<file path="config.mk">
export PLATFORM = sky130hd
export DESIGN_NAME = q_sys_descriptor_mem_arbiter
export DESIGN_NICKNAME = d
export VERILOG_FILES = /design/src/rtl/q_sys_descriptor_mem_pkg.sv /design/src/rtl/q_sys_rr_arbiter2.sv /design/src/rtl/q_sys_descriptor_mem_arbiter.sv
export SDC_FILE = /design/constraint.sdc
export NUM_CORES = 1
export LEC_CHECK = 0
export CAP_MARGIN = 20
export CORE_MARGIN = 3
export CORE_UTILIZATION = 31
export CTS_CLUSTER_DIAMETER = 100
export CTS_CLUSTER_SIZE = 16
export DETAILED_ROUTE_END_ITERATION = 10
export PLACE_DENSITY = 0.7
export SLEW_MARGIN = 25
export SYNTH_ARGS = -nofsm -noshare
export SYNTH_HDL_FRONTEND = slang
export SYNTH_SLANG_ARGS = --single-unit
</file>
<file path="constraint.sdc">
create_clock -name clk -period 2.4 [get_ports clk]
set_input_delay 0.48 -clock clk [delete_from_list [all_inputs] [get_ports clk]]
set_output_delay 0.48 -clock clk [all_outputs]
set_load 0.005 [all_outputs]
</file>
<file path="src/rtl/q_sys_descriptor_mem_pkg.sv">
// Shared constants and types for the descriptor-memory arbiter slice.
package q_sys_descriptor_mem_pkg;

    localparam int unsigned ADDR_W    = 11;
    localparam int unsigned DATA_W    = 32;
    localparam int unsigned BE_W      = DATA_W / 8;
    localparam int unsigned MEM_DEPTH = 2048;

    // PRIORITY_MODE encodings
    localparam int unsigned PRIO_ROUND_ROBIN = 0;
    localparam int unsigned PRIO_FIXED_A     = 1;

    typedef enum logic {
        PORT_A = 1'b0,
        PORT_B = 1'b1
    } port_t;

endpackage

</file>
<file path="src/rtl/q_sys_rr_arbiter2.sv">
// Two-input arbiter: round-robin on ties, or fixed priority to port A when mode is set.
module q_sys_rr_arbiter2
    import q_sys_descriptor_mem_pkg::*;
(
    input  logic       clk,
    input  logic       reset,
    input  logic [1:0] req,
    input  logic       freeze,
    input  logic       mode,
    output logic [1:0] grant
);

    port_t last_grant_q;
    port_t last_grant_d;

    always_comb begin
        grant = 2'b00;
        if (!reset && !freeze) begin
            case (req)
                2'b01:   grant = 2'b01;
                2'b10:   grant = 2'b10;
                // Tie: A wins under fixed priority, otherwise the port not served last.
                2'b11:   grant = (mode || last_grant_q == PORT_B) ? 2'b01 : 2'b10;
                default: grant = 2'b00;
            endcase
        end
    end

    always_comb begin
        last_grant_d = last_grant_q;
        if (grant[0]) begin
            last_grant_d = PORT_A;
        end else if (grant[1]) begin
            last_grant_d = PORT_B;
        end
    end

    always_ff @(posedge clk) begin
        if (reset) begin
            last_grant_q <= PORT_B;
        end else begin
            last_grant_q <= last_grant_d;
        end
    end

endmodule

</file>
<file path="src/rtl/q_sys_descriptor_mem_arbiter.sv">
// Shares the single-port descriptor memory between the CPU (A) and DMA (B) Avalon-MM masters.
module q_sys_descriptor_mem_arbiter
    import q_sys_descriptor_mem_pkg::*;
#(
    parameter int unsigned ADDR_W        = q_sys_descriptor_mem_pkg::ADDR_W,
    parameter int unsigned DATA_W        = q_sys_descriptor_mem_pkg::DATA_W,
    parameter int unsigned BE_W          = q_sys_descriptor_mem_pkg::BE_W,
    parameter int unsigned PRIORITY_MODE = q_sys_descriptor_mem_pkg::PRIO_ROUND_ROBIN
)(
    input  logic              clk,
    input  logic              reset,
    input  logic              freeze,
    input  logic              a_read,
    input  logic              a_write,
    input  logic [ADDR_W-1:0] a_address,
    input  logic [BE_W-1:0]   a_byteenable,
    input  logic [DATA_W-1:0] a_writedata,
    output logic              a_waitrequest,
    output logic [DATA_W-1:0] a_readdata,
    output logic              a_readdatavalid,
    input  logic              b_read,
    input  logic              b_write,
    input  logic [ADDR_W-1:0] b_address,
    input  logic [BE_W-1:0]   b_byteenable,
    input  logic [DATA_W-1:0] b_writedata,
    output logic              b_waitrequest,
    output logic [DATA_W-1:0] b_readdata,
    output logic              b_readdatavalid,
    output logic [ADDR_W-1:0] mem_address,
    output logic [BE_W-1:0]   mem_byteenable,
    output logic              mem_chipselect,
    output logic              mem_write,
    output logic [DATA_W-1:0] mem_writedata,
    output logic              mem_clken,
    input  logic [DATA_W-1:0] mem_readdata
);

    logic [1:0]        req;
    logic [1:0]        grant;
    logic              sel_write;
    logic [ADDR_W-1:0] addr_d,  addr_q;
    logic [DATA_W-1:0] wdata_d, wdata_q;
    logic [BE_W-1:0]   be_d,    be_q;
    logic              rd_pend_d, rd_pend_q;
    port_t             rd_port_d, rd_port_q;
    logic              rd_valid;

    assign req = {b_read | b_write, a_read | a_write};

    q_sys_rr_arbiter2 u_arb (
        .clk    (clk),
        .reset  (reset),
        .req    (req),
        .freeze (freeze),
        .mode   (PRIORITY_MODE == PRIO_FIXED_A),
        .grant  (grant)
    );

    // Idle cycles keep presenting the last address/data; reads always enable every lane.
    always_comb begin
        addr_d    = addr_q;
        wdata_d   = wdata_q;
        be_d      = be_q;
        sel_write = 1'b0;
        if (grant[0]) begin
            addr_d    = a_address;
            wdata_d   = a_writedata;
            sel_write = a_write;
            be_d      = a_write ? a_byteenable : '1;
        end else if (grant[1]) begin
            addr_d    = b_address;
            wdata_d   = b_writedata;
            sel_write = b_write;
            be_d      = b_write ? b_byteenable : '1;
        end
    end

    always_comb begin
        rd_pend_d = (|grant) & ~sel_write;
        rd_port_d = grant[1] ? PORT_B : PORT_A;
    end

    always_ff @(posedge clk) begin
        if (reset) begin
            addr_q    <= '0;
            wdata_q   <= '0;
            be_q      <= '0;
            rd_pend_q <= 1'b0;
            rd_port_q <= PORT_A;
        end else begin
            addr_q    <= addr_d;
            wdata_q   <= wdata_d;
            be_q      <= be_d;
            rd_pend_q <= rd_pend_d;
            rd_port_q <= rd_port_d;
        end
    end

    assign mem_address    = addr_d;
    assign mem_writedata  = wdata_d;
    assign mem_byteenable = be_d;
    assign mem_write      = sel_write;
    assign mem_chipselect = |grant;
    assign mem_clken      = 1'b1;

    assign a_waitrequest = ~grant[0];
    assign b_waitrequest = ~grant[1];

    // A read in flight when reset rises is dropped rather than returned.
    assign rd_valid        = rd_pend_q & ~reset;
    assign a_readdatavalid = rd_valid & (rd_port_q == PORT_A);
    assign b_readdatavalid = rd_valid & (rd_port_q == PORT_B);
    assign a_readdata      = rd_valid ? mem_readdata : '0;
    assign b_readdata      = rd_valid ? mem_readdata : '0;

endmodule

</file>
==> out/metrics.cfg <==
[clock_tree]
cts_buffer_depth = 2
postCtsHoldBufs = 0
clkSlewWorstSetupHoldPaths_ns = 0.07
h-tree-depth = 2
clk_latency_ns = 0.29
cts_tree = built
numCtsBuffers = 5
cts_root_buf = clkbuf_16
cts_sinks = 50

[setup_path]
crit_path_start_kind = primary input
critPathArrivalTime_ns = 1.92
cp-end-kind = primary output
cpPeakStageDelay_ns = 0.56
critPathSlowestCell = or4_4
cp.required_ns = 1.92
worstPathMaxFanout = 5
path_class = in2out
cp_common_cell = buf_6
cp_cell_sequence = buf_8 > or4_4 > buf_6 > buf_6 > buf_16 > a21oi_4 > nor3b_4 > buf_2

[timing]
fmax_mhz = 416
fin_worst_skew_ns = 0.0112
fin_crit_ns = 2.40
hold_viol = 0
fin_crit_sh = 1.00
rsz0062_at_grt = yes
setup_viol = 1
timing.final.ws_setup_ns = -0.00149
finalMaxSlewViolations = 0

[logic_synthesis]
synth_cells = 417
ys_ff_latch = 50
ys_async_sr_fraction = 0
synth_nets = 550
syn_area_mm2 = 0.00350
synth-seq-area-share = 0.286
syn_avg_cell_area_um2 = 8.39
yosys_warnings = 0
synth-main-ff-cell = dfxtp_1
synth_edf_count = 0
synth_cell_types = 32

[place]
io_buffers = 249
dpl.cell_count = 806
dpl_cell_area_mm2 = 0.00647
hpwl_um = 11200
gp_congestion = 0.906

[global_routing]
antenna_found_initial = 1
grtUsageTotal = 0.263
grt-ovfl-total = 0
grt_max_degree = 47
grt_pass1_vias = 4940
grt_pass1_wl_um = 26700

[route]
drc = 0
wl_um = 17800
ant_nets = 0
dr.first_iter.drc_count = 191
via_count = 4695
first_pass_iters = 4
vias_per_cell = 5.52
avgRoutedWirePerCell_um = 21.0

[run_status]
violations = negative setup slack
status = complete, but fails checks

[die]
core_region_area_mm2 = 0.0109
initial_core_util = 0.320
io-pin-count = 251
die_x_um = 112
die_y_um = 112
fp-row-count = 38
die_area_mm2 = 0.0126

[run]
max_cap_violations = 0

[cells_and_area]
nets = 841
final_area_mm2 = 0.00799
stdcell_count = 850
drive_above_1_share = 0.415
fill_cells = 785
synthToLayoutAreaGrowth_pct = 128

[hold_path]
min_path_type = reg2reg

[power_and_ir_drop]
power_leakage_nw = 2.94
ir_drop_mv = 0.290
power.density_mw_per_mm2 = 363
total_power_mw = 2.90

final timing paths:
check | start | end | slack (ns) | cells past startpoint
min reg2reg | addr_q[8] | addr_q[8] | 0.53 | 2
max | a_read | mem_writedata[18] | -0.001 | 8
max reg2reg | u_arb.last_grant_q | wdata_q[30] | 0.72 | 7
min | addr_q[8] | addr_q[8] | 0.53 | 2
synth_stat cells (2+ instances only):
cell | number | area [µm²]
nor2b_1 | 2 | 12.5
or4_1 | 44 | 330
a21oi_2 | 11 | 96.3
buf_6 | 5 | 56.3
dfxtp_1 | 50 | 1000
nor3b_1 | 40 | 300
buf_4 | 33 | 248
nand4b_1 | 4 | 35.0
buf_2 | 11 | 55.1
nor4_1 | 49 | 307
o211a_1 | 4 | 40.0
clkbuf_1 | 29 | 109
buf_1 | 2 | 7.51
nor4b_1 | 40 | 350
and2_1 | 33 | 206
nor2_1 | 2 | 7.51
a21oi_1 | 34 | 170
nor3_1 | 4 | 20.0
inv_1 | 3 | 11.3
o2111a_1 | 4 | 45.0
o21ai_0 | 2 | 10.0
layout make-up:
type / instances / area [µm²] / area share
clock buffers: 7 / 153 / 0.0191
clock inverters: 1 / 8.76 / 0.00110
diodes: 1 / 2.50 / 0.000313
repair buffers: 364 / 3650 / 0.457
flip-flops and latches: 50 / 1000 / 0.125
multi-input cells: 284 / 2980 / 0.373
inverters: 3 / 11.3 / 0.00141
well taps: 140 / 175 / 0.0219
cells in the final DEF (no fill, tap or decap), types with 3 or more instances in the layout:
| master | count |
|---|---|
| clkdlybuf4s50_1 | 194 |
| buf_4 | 76 |
| dfxtp_1 | 50 |
| nor4b_1 | 40 |
| buf_2 | 39 |
| a21oi_4 | 38 |
| and2_1 | 33 |
| or4_4 | 26 |
| nor3b_1 | 25 |
| nor4_1 | 21 |
| or4_1 | 19 |
| buf_12 | 19 |
| nor4_4 | 16 |
| nor4_2 | 12 |
| buf_6 | 11 |
| buf_16 | 10 |
| nor3b_2 | 8 |
| nor3b_4 | 7 |
| clkbuf_16 | 6 |
| clkbuf_2 | 6 |
| a21oi_2 | 5 |
| nand4b_1 | 4 |
| o211a_1 | 4 |
| o2111a_1 | 4 |
| inv_1 | 3 |
| clkdlybuf4s15_1 | 3 |
registers in the layout, indices dropped and copies added, names as in the netlist:
register	cells
be_q	4
rd_pend_q	1
wdata_q	32
u_arb.last_grant_q	1
rd_port_q	1
addr_q	11
stage by stage:
stage | setup slack [ns] | util | TNS (ns) | hold slack, ns
3_3_place_gp | -0.693 | 0.591 | -37.27 | 0.506
3_5_place_dp | -0.730 | 0.591 | -38.74 | 0.511
4_1_cts | -0.137 | 0.706 | -6.01 | 0.529
5_1_grt | -0.0478 | 0.730 | -0.365 | 0.552
2_1_floorplan | 0.224 | - | 0 | 0.491
6_report | -0.00149 | 0.730 | -0.00149 | 0.532
per-layer routing:
metal	vias up	GRT usage	part of all wire
met3	39	0.0480	0.064
li1	2175	-	-
met4	0	0.0817	0.030
met2	208	0.492	0.53
met1	2273	0.301	0.37
met5	-	0	0
where the power goes:
part / switching, mW / total, mW / leakage, nW / internal, mW
Combinational: 0.505 / 1.19 / 2.45 / 0.688
Clock: 0.328 / 0.775 / 0.0801 / 0.447
Sequential: 0.0445 / 0.935 / 0.412 / 0.891
worst max-delay path: cells and delay by family:
family / cells / cell delay [ns]
buf+inv: 5 / 0.67
simple gates: 2 / 0.62
compound gates: 1 / 0.16
cell families (layout without fill, tap and decap cells):
kind of cell           Yosys count  after routing  synth area share
AOI/OAI and AO/OA               60             60             0.115
buffers and inverters           83            375             0.139
DFF                             50             50             0.286
other                            1              2           0.00107
and+or+nand+nor                223            223             0.459
repair_timing:
item                       in CTS  in global routing
setup buffers                  23                  2
pin swaps                      27                 21
setup endpoints to repair     117                114
gates cloned                   12                  1
resized for setup             332                 77
No activity file was read; power rests on OpenSTA's default activity.
